**src/rtl/id_control_idex.sv**
```systemverilog
// ID-stage control decode, load-use hazard detection and the ID/EX pipeline
// register for a classic five-stage MIPS-style pipeline.
module id_control_idex #(
  parameter int unsigned ILLCNT_W = 8
) (
  input  logic                clk,
  input  logic                rst,
  input  logic                id_valid,
  input  logic [5:0]          id_opcode,
  input  logic [5:0]          id_funct,
  input  logic [4:0]          id_rs,
  input  logic [4:0]          id_rt,
  input  logic [4:0]          id_rd,
  input  logic                ex_hold,
  input  logic                flush,
  output logic                hazard_stall,
  output logic                ex_valid,
  output logic                ex_regdst,
  output logic                ex_alusrc,
  output logic                ex_memread,
  output logic                ex_memwrite,
  output logic                ex_memtoreg,
  output logic                ex_regwrite,
  output logic                ex_branch,
  output logic [1:0]          ex_aluop,
  output logic [5:0]          ex_funct,
  output logic [4:0]          ex_rt,
  output logic [4:0]          ex_rd,
  output logic [ILLCNT_W-1:0] illegal_cnt
);

  localparam logic [5:0] OP_RTYPE = 6'b000000;
  localparam logic [5:0] OP_LW    = 6'b100011;
  localparam logic [5:0] OP_SW    = 6'b101011;
  localparam logic [5:0] OP_BEQ   = 6'b000100;
  localparam logic [5:0] OP_ADDI  = 6'b001000;

  typedef struct packed {
    logic       valid;
    logic       regdst;
    logic       alusrc;
    logic       memread;
    logic       memwrite;
    logic       memtoreg;
    logic       regwrite;
    logic       branch;
    logic [1:0] aluop;
    logic [5:0] funct;
    logic [4:0] rt;
    logic [4:0] rd;
  } idex_t;

  idex_t               dec;
  logic                legal;
  idex_t               idex_q, idex_d;
  logic [ILLCNT_W-1:0] cnt_q, cnt_d;

  // Opcode decode into ID/EX payload; unknown opcodes decode to all-zero control.
  always_comb begin
    dec   = '0;
    legal = 1'b1;
    case (id_opcode)
      OP_RTYPE: begin dec.regdst = 1'b1; dec.regwrite = 1'b1; dec.aluop = 2'b10; end
      OP_LW:    begin dec.alusrc = 1'b1; dec.memread = 1'b1; dec.memtoreg = 1'b1; dec.regwrite = 1'b1; end
      OP_SW:    begin dec.alusrc = 1'b1; dec.memwrite = 1'b1; end
      OP_BEQ:   begin dec.branch = 1'b1; dec.aluop = 2'b01; end
      OP_ADDI:  begin dec.alusrc = 1'b1; dec.regwrite = 1'b1; end
      default:  legal = 1'b0;
    endcase
    dec.valid = id_valid & legal;
    dec.funct = id_funct;
    dec.rt    = id_rt;
    dec.rd    = id_rd;
  end

  // Load-use hazard: a load in EX writes a register the ID instruction reads.
  assign hazard_stall = idex_q.valid & idex_q.memread & (idex_q.rt != 5'd0) & id_valid &
                        ((idex_q.rt == id_rs) | (idex_q.rt == id_rt));

  // Next-state for ID/EX and the saturating illegal-opcode counter.
  always_comb begin
    idex_d = idex_q;
    cnt_d  = cnt_q;
    if (flush) begin
      idex_d = '0;
    end else if (ex_hold) begin
      idex_d = idex_q;
    end else if (hazard_stall) begin
      idex_d = '0;
    end else if (id_valid) begin
      idex_d = dec;
      if (!legal && (cnt_q != {ILLCNT_W{1'b1}})) begin
        cnt_d = cnt_q + ILLCNT_W'(1);
      end
    end else begin
      idex_d = '0;
    end
  end

  // State registers; reset forces a bubble and clears the counter.
  always_ff @(posedge clk) begin
    if (rst) begin
      idex_q <= '0;
      cnt_q  <= '0;
    end else begin
      idex_q <= idex_d;
      cnt_q  <= cnt_d;
    end
  end

  assign ex_valid    = idex_q.valid;
  assign ex_regdst   = idex_q.regdst;
  assign ex_alusrc   = idex_q.alusrc;
  assign ex_memread  = idex_q.memread;
  assign ex_memwrite = idex_q.memwrite;
  assign ex_memtoreg = idex_q.memtoreg;
  assign ex_regwrite = idex_q.regwrite;
  assign ex_branch   = idex_q.branch;
  assign ex_aluop    = idex_q.aluop;
  assign ex_funct    = idex_q.funct;
  assign ex_rt       = idex_q.rt;
  assign ex_rd       = idex_q.rd;
  assign illegal_cnt = cnt_q;

endmodule

```
**config.mk**
```make
export PLATFORM = sky130hd
export DESIGN_NAME = id_control_idex
export DESIGN_NICKNAME = d
export VERILOG_FILES = /design/src/rtl/id_control_idex.sv
export SDC_FILE = /design/constraint.sdc
export NUM_CORES = 1
export LEC_CHECK = 0
export CAP_MARGIN = 20
export CORE_UTILIZATION = 50
export CTS_CLUSTER_SIZE = 24
export DETAILED_ROUTE_END_ITERATION = 8
export DONT_BUFFER_PORTS = 1
export SYNTH_ARGS = -nofsm -noshare
export SYNTH_HDL_FRONTEND = slang
export SYNTH_SLANG_ARGS = --single-unit
export TNS_END_PERCENT = 20
```
**constraint.sdc**
```tcl
create_clock -name clk -period 5.2 [get_ports clk]
set_input_delay 1.56 -clock clk [delete_from_list [all_inputs] [get_ports clk]]
set_output_delay 1.56 -clock clk [all_outputs]
set_load 0.05 [all_outputs]
```
After elaboration in Yosys (flattened, before gate mapping)
Index checks and enable logic that the tools add are counted.
- bitwise gates (word level): 9
- $add $sub $neg: 1
- reduce and logical (&&, ||, !) cells: 9
- eq/ne operators: 7
- muxes and demuxes: 10
- operators by type and width (cell ; count):
    $mux W26 ; 2
    $eq A6 B6 Y1 const B ; 2
    $eq A5 B5 Y1 ; 2
    $add A8 B1 Y8 const B ; 1
    $ne A8 B8 Y1 const B ; 1
    $mux W1 ; 7
    $eq A6 B3 Y1 const B ; 1
    $eq A6 B4 Y1 const B ; 1
    $logic_not A6 Y1 ; 1
    $reduce_or A3 Y1 ; 2
    $and A1 B1 Y1 ; 5
    $reduce_and A5 Y1 ; 1
    $reduce_bool A5 Y1 ; 1
    $reduce_or A5 Y1 ; 1
    $pmux W2 S2 ; 1
    $not A1 Y1 ; 3
    $reduce_or A2 Y1 ; 1
    $logic_and A1 B1 Y1 ; 1
    $logic_not A1 Y1 ; 1
    $or A1 B1 Y1 ; 1
- word-level logic and storage cells: 49
- output and inout port bits: 35
- register bits: 34
- input bits: 32

Depth between registers and ports, before layout
- word-level depth: 6
- depth in mapped cells: 7
- mapped depth without buffers: 6

Least setup slack after synthesis
Ideal clock, no wire load.
- path kind: input to output
- start: input port id_rs[4]
- end: output port hazard_stall
- setup slack: 1150 ps
- cell stages on the path: 4
- arrival: 2490 ps
- path buffers: 0
- data required time: 3640 ps
- cell sequence: xnor2_1 > nand3_1 > o22ai_2 > and2_1
- word-level cells in the longest chain between the ends: 3
- RTL lines (element ; line ; text):
    from (decl) ; 11 ; input logic [4:0] id_rs,
    $eq A5 B5 Y1 ; 78 ; ((idex_q.rt == id_rs) | (idex_q.rt == id_rt));
    $or A1 B1 Y1 ; 78 ;
    $and A1 B1 Y1 ; 77 ; assign hazard_stall = idex_q.valid & idex_q.memread & (idex_q.rt != 5'd0) & id_valid &
    to (decl) ; 16 ; output logic hazard_stall,
No other way between the ends.

Final worst setup path
Ends and elaborated chain as after synthesis.

==> impl_results.md <==
* Result of the run: completed
* Reg2Reg Launch Point: ex_rt[4]$_SDFFE_PP0N_
* Clock tree from TritonCTS: built
* Sequential-to-total area share from yosys stat at 43.4%
* Hold Fails Final Rpt at 0
* Static leakage at 0.545 nW
* Pre-antenna DRT Iters at 4
* Clk buf depth at 2
* Flop and latch count out of synthesis at 32
* Remaining antenna violation count at 0
* Total vias in the final route at 1,169
* Slack of the worst reg-to-reg path at 2.75 ns
* Area growth syn-to-layout at 4.83%
* First-pass GRT wire length at 4660 um
* Number of max-capacitance violations reported at 0
* Period utilisation layout at 79.7%
* CTS buffer count at 5
* RR Endpoint: ex_branch$_SDFFE_PP0N_
* Clock-pin slew on the worst setup and hold paths at 0.10 ns
* DRT iter0 DRCs at 71
* Total non-filler cell area in the finished layout at 1550 um2
* Leading cell types by total area after synthesis: dfxtp_1 43%, a22oi_1 8.6%, nor2_1 7.6%
* Vias in the first global route at 1,025
* Hold Path End: ex_aluop[0]$_SDFFE_PP0N_
* Cell count after placement at 187
* Maximum clock rate at 241 MHz
* Post-Synthesis Cells at 166
* Largest net degree at the start of global routing at 26
* Core area at 2780 um2
* Number of design rule violations left after detail routing at 0
* Synthesized net count at 199
* Number of antenna violations at the first check in global routing at 0
* Area fraction of the dominant cell type after synthesis at 43.4%
* Number of gates resized after cts at 0
* Avg Cell Area, Syn at 8.89 um2
* Total overflow reported by the global router at 0
* Per-cell via count in the routed design at 5.99
* Overall fraction of global-route tracks in use at 19.4%
* Peak supply drop at 0.236 mV
* Cell taking the most area after synthesis: dfxtp_1
* Gp weighted congestion at 0.748
* Unrepaired setup endpoints after global routing: false
* Number of diodes at 0
* Startpoint Class: input pin
* List of most frequent post-synthesis cells: 32 x dfxtp_1, 30 x nor2_1, 17 x a22oi_1
* Hold depth at 2
* Count of port buffers added during placement at 0
* Final nets at 196
* Ys flop type: dfxtp_1
* Power density over the cells at 308 nW/um2
* # Post-CTS Setup Buffers at 0
* Most frequently used cell type in the post-synthesis netlist: dfxtp_1
* Hold path startpoint: ex_aluop[0]$_SDFFE_PP0N_
* Setup crit end kind: primary output
* Worst reg-to-reg path cell count at 6
* Async set or reset register ratio after synthesis at 0%
* Clock net sink count at 32
* Clock tree root driver cell: clkbuf_4
* DRT Wirelength at 3000 um
* Number of enable flip-flop cells after synthesis at 0
* HPWL after detailed placement at 2140 um
* Setup TNS after final layout at 0 ns
* Syn. warnings at 0
* Layout cells sized above 1 at 11.0%
* Post-place instance area at 1470 um2
* Clock latency of the later-clocked register in the worst-skew pair at 0.33 ns
* Vertical die dimension at 56.3 um
* Setup clock skew after layout at 0.00503 ns
* Routed wire length per instance at 15.4 um
* Die X at 56.3 um
* Worst-margin pin slew at 0.987 ns
* Max-slew headroom at 34.1%
* Top-level port count at 67
* Worst setup path class: in2out
* CTS hold repair buffers at 0
* Yosys cell types at 36
* Highest fanout seen on the critical path at 3
* Level count of the clock H-tree at 2
* Count of non-filler cells in the finished layout at 195
* Area of the die at 3170 um2
* Worst path arrival time at 2.59 ns
* Required time at the worst-slack endpoint at 3.64 ns
* Tmin final at 4.15 ns
* Row count at 19
* Hold crit path type: reg2reg
* Initial Utilization at 53.1%
* Final number of setup-violating endpoints at 0
* Max Slew Vio Count at 0
* Synth Cell Area at 1480 um2
[area by class of cell]
type                       count  area [um2]
tap                           31        38.8
timing repair buffer           1        7.51
fill                         263        1230
clock inverter                 2        35.0
clock buffer                   6        41.3
multi-input combinational    120         773
inverter                       3        11.3
sequential                    32         641
[report_power, final]
| group | switching (W) | internal (W) |
|---|---|---|
| clock network | 0.0000863 | 0.000101 |
| logic | 0.0000148 | 0.0000129 |
| registers | 0.0000145 | 0.000248 |
[cell families (layout without fill, tap and decap cells)]
family	count (synthesis)	after routing	synth area share, %
adder cells (fa/ha/maj)	1	1	0.847
multiplexers	5	5	3.73
AO/OA/AOI/OAI	36	36	19.1
AND/OR/NAND/NOR	67	67	21.9
buffers and inverters	14	12	4.49
XOR/XNOR	11	11	6.53
flip-flops	32	32	43.4
[worst max path at each step]
stage / start / endpoint / slack, ns
floorplan: id_rs[4] / hazard_stall / 1.15
global placement: id_rs[4] / hazard_stall / 1.06
detailed placement: id_rs[4] / hazard_stall / 1.06
CTS: id_rs[4] / hazard_stall / 1.04
global route: id_rs[4] / hazard_stall / 1.00
finish: id_rs[4] / hazard_stall / 1.05
[layer usage]
layer	track usage, %	part of all wire [%]	vias up
met3	9.68	9.3	5
met1	22.8	43	531
li1	-	-	583
met2	30.4	46	50
met4	7.32	1.7	0
met5	0	0	-
[flip-flops by register name, indices dropped and copies added (netlist names)]
register	cells
ex_aluop	2
ex_alusrc	1
ex_branch	1
ex_funct	6
ex_memread	1
ex_memwrite	1
ex_rd	5
ex_regwrite	1
ex_rt	5
ex_valid	1
illegal_cnt	8
[metrics by stage]
step	setup slack [ns]	utilization [%]	power, W	hold WS (ns)
floorplan	1.15	-	0.000296	0.686
global placement	1.06	52.9	0.000296	0.700
detailed placement	1.06	52.9	0.000296	0.701
CTS	1.04	55.6	0.000483	0.716
global route	1.00	55.6	0.000495	0.738
finish	1.05	55.6	0.000477	0.711
[cells in the final DEF, fill, tap and decap left out, drive strengths merged, types with 2 or more instances in the layout]
master / count
dfxtp: 32
nor2: 30
a22oi: 17
xnor2: 11
nand2: 9
a21oi: 9
nand3: 7
clkbuf: 6
nor2b: 4
mux2: 4
a32oi: 3
inv: 3
and3: 3
nor3: 2
nand2b: 2
nand4: 2
nor4: 2
[critical path: stages]
cell and delay, ns:
xnor2_1 0.13, nand3_1 0.11, o22ai_2 0.28, and2_1 0.51
No activity file was read; power rests on OpenSTA's default activity.
